--- src/rtl/spi_slave_fifo.sv ---
// SPI slave with TX and RX word FIFOs. The SPI pins are oversampled by clk; all four
// CPOL/CPHA modes are supported, and the mode is latched at each chip-select assertion.
module spi_slave_fifo #(
  parameter int DATA_WIDTH = 8,
  parameter int FIFO_DEPTH = 4,
  parameter int MSB_FIRST  = 1
) (
  input  logic                  clk,
  input  logic                  rst_n,
  input  logic                  cpol,
  input  logic                  cpha,
  input  logic                  sclk,
  input  logic                  cs_n,
  input  logic                  mosi,
  output logic                  miso,
  input  logic [DATA_WIDTH-1:0] tx_data,
  input  logic                  tx_valid,
  output logic                  tx_ready,
  output logic [DATA_WIDTH-1:0] rx_data,
  output logic                  rx_valid,
  input  logic                  rx_ready,
  output logic                  rx_overrun,
  output logic                  tx_underrun,
  output logic                  busy
);

  localparam int AW = $clog2(FIFO_DEPTH);
  localparam int CW = $clog2(DATA_WIDTH);
  localparam logic [AW:0]   PTR_ONE  = (AW+1)'(1);
  localparam logic [CW-1:0] CNT_ONE  = CW'(1);
  localparam logic [CW-1:0] CNT_LAST = CW'(DATA_WIDTH - 1);

  logic r_sclk_s1, r_sclk_s2, r_sclk_s3;
  logic r_cs_s1, r_cs_s2, r_cs_s3;
  logic r_mosi_s1, r_mosi_s2;
  logic [2:0] r_settle;

  logic                  r_active;
  logic                  r_cpol;
  logic                  r_cpha;
  logic [CW-1:0]         r_bit_cnt;
  logic [DATA_WIDTH-1:0] r_rx_sh;
  logic [DATA_WIDTH-1:0] r_tx_sh;
  logic                  r_miso;
  logic                  r_tx_underrun;
  logic                  r_rx_overrun;

  logic [DATA_WIDTH-1:0] r_tx_mem [FIFO_DEPTH];
  logic [DATA_WIDTH-1:0] r_rx_mem [FIFO_DEPTH];
  logic [AW:0]           r_tx_wr, r_tx_rd, r_rx_wr, r_rx_rd;

  logic w_sclk_rise, w_sclk_fall, w_cs_fall, w_cs_rise, w_live;
  logic w_lead, w_trail, w_sample, w_shift, w_word_done, w_tx_load;
  logic w_tx_empty, w_tx_full, w_tx_push, w_tx_pop;
  logic w_rx_empty, w_rx_full, w_rx_push, w_rx_pop, w_rx_drop;
  logic [DATA_WIDTH-1:0] w_tx_word, w_rx_word, w_sh_next, w_ld_next;
  logic w_sh_head, w_ld_head;

  // Two-flop synchronisers plus a third copy for edge detection. r_settle masks the
  // reset values of the chain so a cs_n held low across reset is not taken as a new frame.
  always_ff @(posedge clk or negedge rst_n) begin
    if (!rst_n) begin
      r_sclk_s1 <= 1'b0;
      r_sclk_s2 <= 1'b0;
      r_sclk_s3 <= 1'b0;
      r_cs_s1   <= 1'b1;
      r_cs_s2   <= 1'b1;
      r_cs_s3   <= 1'b1;
      r_mosi_s1 <= 1'b0;
      r_mosi_s2 <= 1'b0;
      r_settle  <= 3'b000;
    end else begin
      r_sclk_s1 <= sclk;
      r_sclk_s2 <= r_sclk_s1;
      r_sclk_s3 <= r_sclk_s2;
      r_cs_s1   <= cs_n;
      r_cs_s2   <= r_cs_s1;
      r_cs_s3   <= r_cs_s2;
      r_mosi_s1 <= mosi;
      r_mosi_s2 <= r_mosi_s1;
      r_settle  <= {r_settle[1:0], 1'b1};
    end
  end

  assign w_sclk_rise = r_sclk_s2 & ~r_sclk_s3;
  assign w_sclk_fall = ~r_sclk_s2 & r_sclk_s3;
  assign w_cs_fall   = r_settle[2] & r_cs_s3 & ~r_cs_s2;
  assign w_cs_rise   = r_cs_s2 & ~r_cs_s3;
  assign w_live      = r_active & ~r_cs_s2;

  assign w_lead      = r_cpol ? w_sclk_fall : w_sclk_rise;
  assign w_trail     = r_cpol ? w_sclk_rise : w_sclk_fall;
  assign w_sample    = w_live & (r_cpha ? w_trail : w_lead);
  assign w_shift     = w_live & (r_cpha ? w_lead : w_trail);
  assign w_word_done = w_sample & (r_bit_cnt == CNT_LAST);
  assign w_tx_load   = w_cs_fall | w_word_done;

  // Both FIFOs use valid/ready: a word moves on any clk edge where valid && ready are high.
  assign w_tx_empty = (r_tx_wr == r_tx_rd);
  assign w_tx_full  = (r_tx_wr[AW] != r_tx_rd[AW]) && (r_tx_wr[AW-1:0] == r_tx_rd[AW-1:0]);
  assign w_tx_push  = tx_valid & ~w_tx_full;
  assign w_tx_pop   = w_tx_load & ~w_tx_empty;
  assign w_tx_word  = w_tx_empty ? '0 : r_tx_mem[r_tx_rd[AW-1:0]];

  assign w_rx_empty = (r_rx_wr == r_rx_rd);
  assign w_rx_full  = (r_rx_wr[AW] != r_rx_rd[AW]) && (r_rx_wr[AW-1:0] == r_rx_rd[AW-1:0]);
  assign w_rx_pop   = rx_ready & ~w_rx_empty;
  assign w_rx_push  = w_word_done & (~w_rx_full | w_rx_pop);
  assign w_rx_drop  = w_word_done & w_rx_full & ~w_rx_pop;

  always_comb begin
    w_rx_word = '0;
    w_sh_head = 1'b0;
    w_sh_next = '0;
    w_ld_head = 1'b0;
    w_ld_next = '0;
    if (MSB_FIRST != 0) begin
      w_rx_word = {r_rx_sh[DATA_WIDTH-2:0], r_mosi_s2};
      w_sh_head = r_tx_sh[DATA_WIDTH-1];
      w_sh_next = {r_tx_sh[DATA_WIDTH-2:0], 1'b0};
      w_ld_head = w_tx_word[DATA_WIDTH-1];
      w_ld_next = {w_tx_word[DATA_WIDTH-2:0], 1'b0};
    end else begin
      w_rx_word = {r_mosi_s2, r_rx_sh[DATA_WIDTH-1:1]};
      w_sh_head = r_tx_sh[0];
      w_sh_next = {1'b0, r_tx_sh[DATA_WIDTH-1:1]};
      w_ld_head = w_tx_word[0];
      w_ld_next = {1'b0, w_tx_word[DATA_WIDTH-1:1]};
    end
  end

  // With cpha=0 the first bit must be on miso before the first edge, so it is presented
  // straight from the load; with cpha=1 the first shift edge presents it.
  always_ff @(posedge clk or negedge rst_n) begin
    if (!rst_n) begin
      r_active  <= 1'b0;
      r_cpol    <= 1'b0;
      r_cpha    <= 1'b0;
      r_bit_cnt <= '0;
      r_rx_sh   <= '0;
      r_tx_sh   <= '0;
      r_miso    <= 1'b0;
    end else if (w_cs_rise) begin
      r_active  <= 1'b0;
      r_bit_cnt <= '0;
      r_rx_sh   <= '0;
      r_tx_sh   <= '0;
      r_miso    <= 1'b0;
    end else if (w_cs_fall) begin
      r_active  <= 1'b1;
      r_cpol    <= cpol;
      r_cpha    <= cpha;
      r_bit_cnt <= '0;
      r_rx_sh   <= '0;
      if (cpha) begin
        r_tx_sh <= w_tx_word;
        r_miso  <= 1'b0;
      end else begin
        r_tx_sh <= w_ld_next;
        r_miso  <= w_ld_head;
      end
    end else begin
      if (w_sample) begin
        r_rx_sh <= w_rx_word;
        if (w_word_done) begin
          r_bit_cnt <= '0;
          r_tx_sh   <= w_tx_word;
        end else begin
          r_bit_cnt <= r_bit_cnt + CNT_ONE;
        end
      end
      if (w_shift) begin
        r_miso  <= w_sh_head;
        r_tx_sh <= w_sh_next;
      end
    end
  end

  always_ff @(posedge clk or negedge rst_n) begin
    if (!rst_n) begin
      r_tx_underrun <= 1'b0;
      r_rx_overrun  <= 1'b0;
    end else begin
      r_tx_underrun <= w_tx_load & w_tx_empty;
      r_rx_overrun  <= w_rx_drop;
    end
  end

  always_ff @(posedge clk or negedge rst_n) begin
    if (!rst_n) begin
      r_tx_wr <= '0;
      r_tx_rd <= '0;
      r_rx_wr <= '0;
      r_rx_rd <= '0;
    end else begin
      if (w_tx_push) r_tx_wr <= r_tx_wr + PTR_ONE;
      if (w_tx_pop)  r_tx_rd <= r_tx_rd + PTR_ONE;
      if (w_rx_push) r_rx_wr <= r_rx_wr + PTR_ONE;
      if (w_rx_pop)  r_rx_rd <= r_rx_rd + PTR_ONE;
    end
  end

  always_ff @(posedge clk) begin
    if (w_tx_push) r_tx_mem[r_tx_wr[AW-1:0]] <= tx_data;
    if (w_rx_push) r_rx_mem[r_rx_wr[AW-1:0]] <= w_rx_word;
  end

  assign tx_ready    = ~w_tx_full;
  assign rx_valid    = ~w_rx_empty;
  assign rx_data     = w_rx_empty ? '0 : r_rx_mem[r_rx_rd[AW-1:0]];
  assign miso        = r_miso & ~r_cs_s2;
  assign busy        = ~r_cs_s2;
  assign tx_underrun = r_tx_underrun;
  assign rx_overrun  = r_rx_overrun;

endmodule

--- config.mk ---
export PLATFORM = sky130hd
export DESIGN_NAME = spi_slave_fifo
export DESIGN_NICKNAME = d
export VERILOG_FILES = /design/src/rtl/spi_slave_fifo.sv
export SDC_FILE = /design/constraint.sdc
export NUM_CORES = 1
export LEC_CHECK = 0
export CAP_MARGIN = 40
export CORE_UTILIZATION = 53
export CTS_CLUSTER_SIZE = 10
export DETAILED_ROUTE_END_ITERATION = 8
export PLACE_DENSITY = 0.75
export RECOVER_POWER = 50
export SYNTH_ARGS = -nofsm -noshare
export SYNTH_HDL_FRONTEND = slang
export SYNTH_SLANG_ARGS = --single-unit
--- constraint.sdc ---
create_clock -name clk -period 1.9 [get_ports clk]
set_clock_uncertainty 0.05 [all_clocks]
set_input_delay 0.475 -clock clk [delete_from_list [all_inputs] [get_ports clk]]
set_output_delay 0.475 -clock clk [all_outputs]
set_load 0.03 [all_outputs]
Yosys cells after proc, flatten, opt, wreduce, memory -nomap -nowiden
Memories as Yosys holds them, arrays and structs flattened.
Index checks and enable logic that the tools add are counted.
- flip-flop bits (word level): 47
- bits in writable memories: 64
- bits of input ports: 17
- output and inout bits: 14
- memories kept: 2
- memories (memory ; words ; width ; rd ports ; clocked after Yosys merged registers in ; write ports ; line ; text):
    r_rx_mem ; 4 ; 8 ; 1 ; 0 ; 1 ; 49 ; logic [DATA_WIDTH-1:0] r_rx_mem [FIFO_DEPTH];
    r_tx_mem ; 4 ; 8 ; 1 ; 0 ; 1 ; 48 ; logic [DATA_WIDTH-1:0] r_tx_mem [FIFO_DEPTH];
- add/subtract/negate cells: 5
- equal/unequal tests: 7
- muxes and demuxes: 29
- bitwise logic cells: 29
- reduce and logical (&&, ||, !) cells: 9
- operator list (cell ; number):
    $mux W8 ; 8
    $mux W7 ; 3
    $and A1 B1 Y1 ; 17
    $add A3 B1 Y3 const B ; 5
    $mux W1 ; 14
    $mux W3 ; 4
    $not A1 Y1 ; 10
    $reduce_bool A4 Y1 ; 2
    $eq A3 B3 Y1 ; 2
    $reduce_bool A3 Y1 ; 2
    $eq A2 B2 Y1 ; 2
    $reduce_and A2 Y1 ; 2
    $eq A3 B3 Y1 const B ; 1
    $logic_and A1 B1 Y1 ; 2
    $ne A1 B1 Y1 ; 2
    $or A1 B1 Y1 ; 2
    $reduce_bool A2 Y1 ; 1

Depth between registers and ports, before layout
Gate-level depths: netlist of the first run.
- word-level depth: 11
- gate-level depth with buffers: 7

Least setup slack after synthesis of the first run
No wires, ideal clock.
- path type: register to output
- start: register r_rx_rd[0]
- end: output rx_data[0]
- data arrival time: 1.614 ns
- required time: 1.375 ns
- setup slack: -0.239 ns
- stages on the path, launching flop included: 7
- path buffers: 2
- cells stage by stage: dfrtp_1 -> buf_6 -> xor2_1 -> nor2_1 -> nand2_1 -> clkbuf_1 -> and2_1
- longest elaborated chain between the ends: 2
- elaborated cells between the ends (all ways): 3
- classes of those cells: 1 x eq/ne; 1 x mux; 1 x memory
- RTL lines (what ; line ; text):
    start, declared ; 50 ; logic [AW:0] r_tx_wr, r_tx_rd, r_rx_wr, r_rx_rd;
    start signal, assigned ; 199 ; if (w_rx_pop) r_rx_rd <= r_rx_rd + PTR_ONE;
    $mem_v2 Z4 W8 / $eq A3 B3 Y1 (equally long branches) ; n/a ;
    $mux W8 * ; 210 ; assign rx_data = w_rx_empty ? '0 : r_rx_mem[r_rx_rd[AW-1:0]];
    end, declared ; 19 ; output logic [DATA_WIDTH-1:0] rx_data,
Mark *: on every way between the ends. The rest lies on a longest branch, timed or not.

Final worst setup path of the first run
Same ends and word-level chain as after synthesis.

==> parameters.txt, run 1 <==
Parameter                              Value

Outcome
  Result of the run    finished with violations
  Failing checks    negative setup slack

Power
  Proportion of power drawn by combinational gates    44.0%
  Internal power contribution    5.283 mW
  Part of the total power dissipated in the clock network    16.8%
  Net switching power    2.665 mW
  Worst IR drop on VDD    0.0009848 V
  Switching fraction of total power    33.54%
  Leak Pwr    2.367 nW
  Power density relative to cell area    1344 mW/mm2
  Sequential group share of total power    39.2%

Die
  Starting density of the core    55.03%
  Row count    34
  Width of the chip    97.39 um
  Height of the die    97.39 um
  Area of the placeable core    0.008763 mm2
  Area of the die    0.009484 mm2
  # IOs    31

Worst setup path
  Cell mode on critical path    buf_6
  Peak fanout along the critical path    3
  Worst reg2reg startpoint    r_rx_rd[0]$_DFFE_PN0P_
  Type of element launching the critical path    flop
  Count of cells along the worst register-to-register path    9
  Worst-path cell chain    clkbuf_16 > buf_6 > mux4_2 > and2_4 > buf_6
  Setup CP Type    reg2out
  Kind of cell adding the most delay to the critical path    multiplexers
  Worst R2R Setup Slack    -0.13 ns
  Critical-path cell with the highest stage delay    mux4_2
  Crit-path max cell delay    0.48 ns
  Bufs and invs on worst path    3
  Signal arrival time at the worst endpoint    1.81 ns
  Critical R2R Capture    r_rx_rd[1]$_DFFE_PN0P_
  Crit. End Element    primary output
  Req. time, crit path    1.37 ns

Logic synthesis
  Synth Net Count    369
  Average instance area after synthesis    14.18 um2
  Flip-flop and latch count after synthesis    111
  Cell area after technology mapping    0.004822 mm2
  Biggest area consumer among synthesized cells    edfxtp_1
  Leading cell types by total area after synthesis    edfxtp_1 40%, dfrtp_1 23%, mux4_2 4.7%
  Portion of synthesized cell area occupied by the leading cell type    39.85%
  EDFF count, synth    64
  Share of the yosys chip area belonging to registers    64.32%
  Cell with the most instances after synthesis    edfxtp_1
  YS warnings    0
  Gate Count Post-Synth    340
  Cell variety after synth    44
  Top cells by count, synth    64 x edfxtp_1, 44 x dfrtp_1, 33 x nand2_1, 16 x a21oi_1, 15 x mux2_2
  Most used flip-flop cell after synthesis    edfxtp_1
  FFs w/ async S/R, synth    42.34%

GRT
  Total GRT Usage    20.10%
  Antenna violations before repair    0
  Via count of the first global-routing pass    2912
  Largest net degree at the start of global routing    48
  Residual overflow from global routing    0
  First-pass GRT wire length    14700 um

Timing
  Fmax    429.1 MHz
  Post-layout worst setup margin    -0.4307 ns
  Final setup violation count    44
  Slew @ Worst Pin    1.177 ns
  Crit path time final    2.331 ns
  Setup_tns    -6.664 ns
  Max transition margin    21.53%
  Total count of hold-check failures in the final report    0
  RSZ-0062 raised after global routing    true
  Period Utilization, post-route    122.7%
  Slew Limit Fails    0

Routing
  Number of DRC markers after the initial detailed-route iteration    252
  Via Count    2957
  Residual DRC    0
  Length of routed met3 wiring    349 um
  Total routed wirelength    9126 um
  Vias per cell    5.687
  Antenna Violating Nets Remaining    0
  Top metal layer carrying routed signals    met4
  Routed wire length per instance    17.55 um
  Routed met2 length    4580 um
  Wl on met1    4091 um
  Number of detailed-route iterations in the first pass    4

Place
  Placer congestion estimate    0.8405
  Number of port buffers    30
  Detailed-placement wirelength estimate    6007 um
  Placed Instance Area    0.005395 mm2
  Pre-CTS setup slack    -0.3064 ns
  Placed insts    484

Hold path
  WHS Endpoint    r_settle[1]$_DFF_PN0_
  Number of instances on the worst hold path    0
  Worst hold path startpoint    r_settle[0]$_DFF_PN0_
  Type of the worst min-delay path    reg2reg

Clock network
  Maximum buffer depth of the clock tree    2
  Worst-path clk slew    0.10 ns
  Total CTS buffers    9
  CTS Root Cell    clkbuf_8
  Clock tree from TritonCTS    built
  Number of clock sinks seen by CTS    111
  H-tree lvl count    3
  Worst skew pair latency    0.37 ns

Layout
  Filler-free cell count of the finished design    520
  # diodes    0
  Post-layout utilization of the core    67.48%
  Final cell area excluding filler cells    0.005913 mm2
  Share of cells above drive strength 1    32.28%
  Number of nets in the final layout    436
  Layout Area Growth over Synthesis    22.63%

Job
  Max_cap viols    0
## placed cells by master, fill, tap and decap left out, types with 5 or more instances in the layout
master           count
a21oi_1             15
and2_4              13
and3_1               6
buf_4               31
buf_6               13
clkbuf_8             9
clkdlybuf4s50_1     11
dfrtp_1             41
edfxtp_1            64
ha_1                12
inv_1                7
mux2_2              15
mux2i_1              9
mux4_2              10
nand2_1             30
nand3_1              6
nor2_1               7
o21ai_0              6
o21ai_1              5
o22ai_1              8
o31ai_1              5
xnor2_1              5
xor2_1               5
## area by class of cell
class                           instances  area [um2]
Fill cell                             612        2850
Sequential cell                       111        3105
Inverter                                7       26.28
Clock inverter                          4       28.78
Timing Repair Buffer                   70       684.4
Multi-Input combinational cell        208        1777
Clock buffer                           12       156.4
Tap cell                              108       135.1
## layer usage
layer  global-route usage, %  up-vias
met5                       0        -
met3                   4.173        8
met4                   7.353        0
met2                   31.52       76
li1                        -     1395
met1                   28.02     1478
## how the worst max path moves through the flow
stage / cells after the start / slack, ns / startpoint / end
6_report: 5 / -0.43 / r_rx_rd[0]$_DFFE_PN0P_ / rx_data[0]
4_1_cts: 6 / -0.42 / r_rx_rd[0]$_DFFE_PN0P_ / rx_data[0]
2_1_floorplan: 7 / -0.05 / r_rx_rd[1]$_DFFE_PN0P_ / r_rx_wr[2]$_DFFE_PN0N_
3_5_place_dp: 5 / -0.31 / rx_ready / r_rx_wr[2]$_DFFE_PN0N_
3_3_place_gp: 5 / -0.26 / rx_ready / r_rx_wr[2]$_DFFE_PN0N_
5_1_grt: 5 / -0.50 / r_rx_rd[0]$_DFFE_PN0P_ / rx_data[0]
## sequential cells by signal (all words and copies together) (netlist names), 3 cells and up
name	count
r_bit_cnt	3
r_rx_mem	32
r_rx_rd	3
r_rx_sh	7
r_rx_wr	3
r_settle	3
r_tx_mem	32
r_tx_rd	3
r_tx_sh	8
r_tx_wr	3
## logic make-up (layout without fill, tap and decap cells)
group	count (synthesis)	after routing	share of synthesized area, %
flip-flops	111	111	64.32
other	1	1	0.07777
AO/OA/AOI/OAI	56	56	7.421
AND/OR/NAND/NOR	85	87	9.081
buffers and inverters	23	93	2.335
XOR/XNOR	15	15	2.880
adder cells (fa/ha/maj)	12	12	3.114
multiplexers	37	37	10.77
## power by group through the flow
stage	clock network, mW	logic (mW)	registers [mW]
6_report	1.34	3.49	3.12
5_1_grt	1.46	3.77	3.16
4_1_cts	1.35	3.18	3.12
3_5_place_dp	0	2.74	3.17
3_3_place_gp	0	2.68	3.16
2_1_floorplan	0	1.95	3.08
## worst reg2reg max path, cell delays in order, from the launching register on
cell	delay [ns]
dfrtp_2	0.45
clkbuf_16	0.17
xor2_4	0.18
nor2_4	0.15
nand2_2	0.11
buf_4	0.16
buf_4	0.12
buf_4	0.13
nand2_2	0.08
mux2_2	0.33
## repair_timing
| item | in CTS | in global routing |
|---|---|---|
| gates cloned | 2 | 1 |
| pin swaps | 4 | 9 |
| setup buffers | 7 | 10 |
| endpoints found under the setup margin | 50 | 51 |
| hold buffers | 0 | 0 |
| resized for setup | 34 | 23 |
## per-stage QoR
step	total power, mW	hold slack (ns)
after global placement	5.842	0.2824
after global routing	8.390	0.3200
final	7.948	0.3052
after floorplan	5.034	0.1294
after detailed placement	5.917	0.2847
after CTS	7.655	0.02626
No activity file was read; power rests on OpenSTA's default activity.
==> run 2, diff against run 1 <==
--- a/config.mk
+++ b/config.mk
@@ -9,6 +9,7 @@
 export CORE_UTILIZATION = 53
 export CTS_CLUSTER_SIZE = 10
 export DETAILED_ROUTE_END_ITERATION = 8
+export GPL_TIMING_DRIVEN = 0
 export PLACE_DENSITY = 0.75
 export RECOVER_POWER = 50
 export SYNTH_ARGS = -nofsm -noshare
==> parameters.txt, run 2 (same netlist as run 1, synthesis figures left out) <==
Parameter                              Value

Power
  Net switching power    2.686 mW (+0.79%)
  Leak Pwr    2.353 nW (-0.59%)
  Switching fraction of total power    33.54% (about the same)
  Worst IR drop on VDD    0.001374 V (+40%)
  Power density relative to cell area    1362 mW/mm2 (+1.3%)
  Internal power contribution    5.324 mW (+0.78%)
  Part of the total power dissipated in the clock network    18.7% (+1.9 points)
  Sequential group share of total power    38.9% (-0.3 points)
  Proportion of power drawn by combinational gates    42.4% (-1.6 points)
  Post-layout total power    8.010 mW (+0.78%)

Routing
  Residual DRC    0 (unchanged)
  Total routed wirelength    9106 um (-0.22%)
  Vias per cell    5.777 (+1.6%)
  Via Count    2952 (-0.17%)
  Antenna Violating Nets Remaining    0 (unchanged)
  Number of detailed-route iterations in the first pass    4 (unchanged)
  Routed wire length per instance    17.82 um (+1.5%)
  Number of DRC markers after the initial detailed-route iteration    223 (-12%)

Worst setup path
  Req. time, crit path    1.37 ns (about the same)
  Type of element launching the critical path    flop
  Setup CP Type    reg2out
  Signal arrival time at the worst endpoint    1.79 ns (-0.02 ns)
  Crit. End Element    primary output
  Peak fanout along the critical path    10 (+7)

Timing
  Period Utilization, post-route    122.0% (-0.65 points)
  Slew Limit Fails    0 (unchanged)
  RSZ-0062 raised after global routing    true
  Final setup violation count    45 (+2.3%)
  Total count of hold-check failures in the final report    0 (unchanged)
  Post-layout worst setup margin    -0.4183 ns (+0.01239 ns)
  Max transition margin    60.26% (+39 points)
  Hold_ws    0.3061 ns (+0.0009510 ns)
  Crit path time final    2.318 ns (-0.01239 ns)
  Slew @ Worst Pin    0.5961 ns (-0.5810 ns)
  Fmax    431.4 MHz (+0.53%)

Layout
  Area taken by flip-flops and latches    0.003102 mm2 (-0.12%)
  # diodes    0 (unchanged)
  Share of cells above drive strength 1    28.78% (-3.5 points)
  Most common cell after layout, fill and taps aside    edfxtp_1
  Highest-count cells in the layout ignoring fill and taps    64 x edfxtp_1, 44 x dfrtp_1, 33 x nand2_1
  Number of nets in the final layout    427 (-2.1%)
  Number of inserted filler cells in the final layout    624 (+2.0%)
  Multi-input combinational cell area    0.001810 mm2 (+1.9%)
  Layout Area Growth over Synthesis    21.98%

Outcome
  Failing checks    negative setup slack
  Result of the run    finished with violations

Place
  Detailed-placement wirelength estimate    5761 um (-4.1%)
  Pre-CTS setup slack    -0.5660 ns (-0.2595 ns)
  Placer congestion estimate    0.8306 (-1.2%)
  Number of port buffers    29 (-3.3%)

Clock network
  Worst skew pair latency    0.37 ns (about the same)
  Total CTS buffers    9 (unchanged)
  Clock tree from TritonCTS    built
  Worst-path clk slew    0.10 ns (about the same)
  Number of clock sinks seen by CTS    111 (unchanged)
  CTS Root Cell    clkbuf_8
  Maximum buffer depth of the clock tree    2 (unchanged)
  H-tree lvl count    3 (unchanged)

GRT
  Residual overflow from global routing    0 (unchanged)
  Largest net degree at the start of global routing    38 (-21%)
  Total GRT Usage    20.12% (about the same)
  First-pass GRT wire length    14750 um (+0.29%)
  Antenna violations before repair    0 (unchanged)
  Via count of the first global-routing pass    2984 (+2.5%)

Die
  Row count    34 (unchanged)
  Area of the die    0.009484 mm2 (unchanged)
  Starting density of the core    55.03% (unchanged)
  Height of the die    97.39 um (unchanged)
  # IOs    31 (unchanged)
  Width of the chip    97.39 um (unchanged)
  Area of the placeable core    0.008763 mm2 (unchanged)

Hold path
  Type of the worst min-delay path    reg2reg

Job
  Max_cap viols    0 (unchanged)
==> run 2: layout make-up <==
type                            count  area share [%]
Sequential cell                   111           52.73
Buffer                             14           2.106
Clock inverter                      3          0.8083
Tap cell                          108           2.297
Multi-Input combinational cell    207           30.78
Timing Repair Buffer               48           7.934
Clock buffer                       13           2.893
Inverter                            7          0.4467
==> run 2: power groups by stage <==
stage                     combinational [mW]  sequential [mW]  clock (mW)
after floorplan                         1.95             3.08           0
after global placement                  2.62             3.10           0
after detailed placement                2.67             3.12           0
after CTS                               3.18             3.11        1.52
after global routing                    3.60             3.15        1.60
final                                   3.39             3.12        1.50
==> run 2: path summary, 6_finish.rpt <==
check	startpoint	endpoint	slack, ns	depth (start not counted)
setup / recovery	r_rx_rd[0]$_DFFE_PN0P_	rx_data[1]	-0.42	4
hold / removal	r_sclk_s1$_DFF_PN0_	r_sclk_s2$_DFF_PN0_	0.31	0
setup reg to reg	r_rx_rd[0]$_DFFE_PN0P_	r_rx_mem[0][6]$_DFFE_PP_	-0.18	6
hold reg to reg	r_sclk_s1$_DFF_PN0_	r_sclk_s2$_DFF_PN0_	0.31	0
max in group asynchronous	rst_n	r_cs_s2$_DFF_PN1_	0.25	3
min in group asynchronous	rst_n	r_tx_rd[2]$_DFFE_PN0P_	0.56	2
==> run 2: critical path: stages, from the launching register on <==
cell,delay [ns]
dfrtp_1,0.41
buf_12,0.17
mux4_2,0.50
and2_2,0.21
buf_6,0.13
==> run 2: per-layer routing <==
layer  vias to the layer above  GRT usage [%]  routed length [um]
met5                         -              0                   0
met4                         0          8.824                 165
met3                        20          3.669                 451
met2                        90          32.33                4560
met1                      1478          27.04                3928
li1                       1364              -                   -
==> run 2: what timing repair did <==
| action | CTS | global route |
|---|---|---|
| buffers inserted | 8 | 10 |
| pin swaps | 4 | 6 |
| hold buffers | 1 | 0 |
| gates resized for setup | 114 | 20 |
| cloned | 1 | 0 |
| endpoints found under the hold margin | 9 | 0 |
| endpoints found under the setup margin | 66 | 70 |
==> run 2: through the flow <==
| stage | util, % | TNS (ns) | instance area (um2) | std cells |
|---|---|---|---|---|
| 2_1_floorplan | - | -1.082 | 4850 | 340 |
| 3_3_place_gp | 60.19 | -66.19 | 5275 | 477 |
| 3_5_place_dp | 60.37 | -21.17 | 5290 | 478 |
| 4_1_cts | 65.56 | -8.853 | 5746 | 504 |
| 5_1_grt | 67.12 | -12.73 | 5882 | 511 |
| 6_report | 67.12 | -8.712 | 5882 | 511 |
==> run 3, diff against run 2 <==
--- a/config.mk
+++ b/config.mk
@@ -6,6 +6,7 @@
 export NUM_CORES = 1
 export LEC_CHECK = 0
 export CAP_MARGIN = 40
+export CORE_MARGIN = 2
 export CORE_UTILIZATION = 53
 export CTS_CLUSTER_SIZE = 10
 export DETAILED_ROUTE_END_ITERATION = 8
==> parameters.txt, run 3 (same netlist as run 1, synthesis figures left out) <==
Parameter                              Value

Timing
  Max transition margin    13.42% (-47 points)
  Slew @ Worst Pin    1.299 ns (+0.7027 ns)
  Total count of hold-check failures in the final report    0 (unchanged)
  Slew Limit Fails    0 (unchanged)
  Fmax    427.0 MHz (-1.0%)
  Hold_ws    0.3010 ns (-0.005074 ns)
  Final setup violation count    45 (unchanged)
  Period Utilization, post-route    123.3% (+1.3 points)
  RSZ-0062 raised after global routing    true
  Crit path time final    2.342 ns (+0.02390 ns)
  Post-layout worst setup margin    -0.4422 ns (-0.02390 ns)

Clock network
  Hold bufs inserted after CTS    0 (-1)
  Maximum buffer depth of the clock tree    2 (unchanged)
  H-tree lvl count    3 (unchanged)
  Worst-path clk slew    0.11 ns (about the same)
  CTS Root Cell    clkbuf_8
  Total CTS buffers    9 (unchanged)
  Worst skew pair latency    0.38 ns (about the same)
  Number of clock sinks seen by CTS    111 (unchanged)
  Clock tree from TritonCTS    built

Layout
  Filler-free cell count of the finished design    511 (unchanged)
  Number of inserted filler cells in the final layout    612 (-1.9%)
  Number of nets in the final layout    427 (unchanged)
  # diodes    0 (unchanged)
  Highest-count cells in the layout ignoring fill and taps    64 x edfxtp_1, 43 x dfrtp_1, 31 x nand2_1
  Most common cell after layout, fill and taps aside    edfxtp_1
  Layout Area Growth over Synthesis    21.90% (about the same)
  Share of cells above drive strength 1    30.52% (+1.7 points)

Outcome
  Result of the run    finished with violations
  Failing checks    negative setup slack

Worst setup path
  Origin of the worst setup path    r_rx_rd[0]$_DFFE_PN0P_
  Type of element launching the critical path    flop
  Signal arrival time at the worst endpoint    1.82 ns (+0.03 ns)
  Req. time, crit path    1.37 ns (about the same)
  Peak fanout along the critical path    5 (-5)
  Crit. End Element    primary output
  Worst reg2reg startpoint    r_rx_rd[0]$_DFFE_PN0P_
  Setup CP Type    reg2out

Die
  Width of the chip    99.39 um (+2.1%)
  # IOs    31 (unchanged)
  Row count    34 (unchanged)
  Starting density of the core    55.03% (unchanged)
  Area of the die    0.009877 mm2 (+4.1%)
  Area of the placeable core    0.008763 mm2 (unchanged)
  Height of the die    99.39 um (+2.1%)

GRT
  Total GRT Usage    19.77% (-0.35 points)
  First-pass GRT wire length    14950 um (+1.4%)
  Antenna violations before repair    0 (unchanged)
  Largest net degree at the start of global routing    26 (-32%)
  Residual overflow from global routing    0 (unchanged)
  Via count of the first global-routing pass    3001 (+0.57%)

Routing
  Residual DRC    0 (unchanged)
  Number of DRC markers after the initial detailed-route iteration    213 (-4.5%)
  Routed wire length per instance    18.28 um (+2.6%)
  Antenna Violating Nets Remaining    0 (unchanged)
  Total routed wirelength    9342 um (+2.6%)
  Via Count    2965 (+0.44%)
  Vias per cell    5.802 (+0.44%)
  Number of detailed-route iterations in the first pass    5 (+1)

Place
  Placer congestion estimate    0.8396 (+1.1%)
  Placed insts    478 (unchanged)
  Number of port buffers    29 (unchanged)
  Pre-CTS setup slack    -0.5817 ns (-0.01572 ns)
  Detailed-placement wirelength estimate    5887 um (+2.2%)

Job
  Max_cap viols    0 (unchanged)

Power
  Power density relative to cell area    1382 mW/mm2 (+1.5%)
  Leak Pwr    2.360 nW (+0.30%)
  Post-layout total power    8.123 mW (+1.4%)
  Worst IR drop on VDD    0.001268 V (-7.7%)

Hold path
  Type of the worst min-delay path    in2async
-- run 3: cell count changes in the layout (fill, tap and decap cells not counted), sizes merged --
| cell | previous run | this run |
|---|---|---|
| buf | 36 | 37 |
| bufbuf | 0 | 1 |
| clkbuf | 21 | 17 |
| clkdlybuf4s50 | 3 | 9 |
| clkinv | 0 | 1 |
| clkinvlp | 0 | 1 |
| dlygate4sd2 | 1 | 2 |
| dlygate4sd3 | 12 | 5 |
| dlymetal6s2s | 1 | 0 |
| inv | 9 | 10 |
-- run 3: through the flow --
step	utilization (%)	cell area, um2	TNS, ns
5_1_grt	67.08	5878	-16.34
6_report	67.08	5878	-11.29
3_5_place_dp	60.45	5298	-20.83
3_3_place_gp	60.19	5275	-65.75
2_1_floorplan	-	4850	-1.082
4_1_cts	66.52	5829	-12.67
-- run 3: routing by layer --
metal  global-route usage, %  vias to the layer above  wire, um
li1                        -                     1367         -
met3                   2.670                       17       392
met1                   27.65                     1492      4118
met2                   32.22                       89      4680
met4                   7.165                        0       150
met5                       0                        -         0
-- run 3: path summary, 6_finish.rpt --
kind | to | slack [ns] | cells past startpoint
hold / removal | r_rx_wr[1]$_DFFE_PN0N_ | 0.30 | 1
max in group asynchronous | r_tx_rd[2]$_DFFE_PN0P_ | 0.24 | 2
min in group clk | r_settle[1]$_DFF_PN0_ | 0.31 | 0
setup / recovery | rx_data[4] | -0.44 | 7
setup reg to reg | r_rx_mem[0][1]$_DFFE_PP_ | -0.25 | 6
hold reg to reg | r_settle[1]$_DFF_PN0_ | 0.31 | 0
-- run 3: critical path, stage by stage, from the launching register on --
cell and delay, ns:
dfrtp_2 0.45, buf_8 0.15, xor2_2 0.18, nor2_1 0.12, nand2_2 0.11, buf_8 0.15
and2_4 0.13, buf_6 0.13
-- run 3: what timing repair did --
action / 4_1_cts / 5_1_grt
pin swaps: 6 / 11
setup buffers: 13 / 5
endpoints found under the setup margin: 67 / 77
cloned: 4 / 0
gates resized for setup: 118 / 19
-- run 3: cell type report --
type	count	area, um2	area share [%]
Buffer	11	85.08	1.447
Clock inverter	6	75.07	1.277
Clock buffer	10	137.6	2.341
Multi-Input combinational cell	207	1794	30.52
Tap cell	108	135.1	2.299
Timing Repair Buffer	51	521.8	8.876
Inverter	7	26.28	0.4470
Sequential cell	111	3103	52.79
-- run 3: power by group --
group / leakage [nW] / switching [mW] / internal, mW
Clock: 0.105 / 0.834 / 0.667
Combinational: 1.08 / 1.72 / 1.79
Sequential: 1.17 / 0.209 / 2.90
Total: 2.36 / 2.76 / 5.36
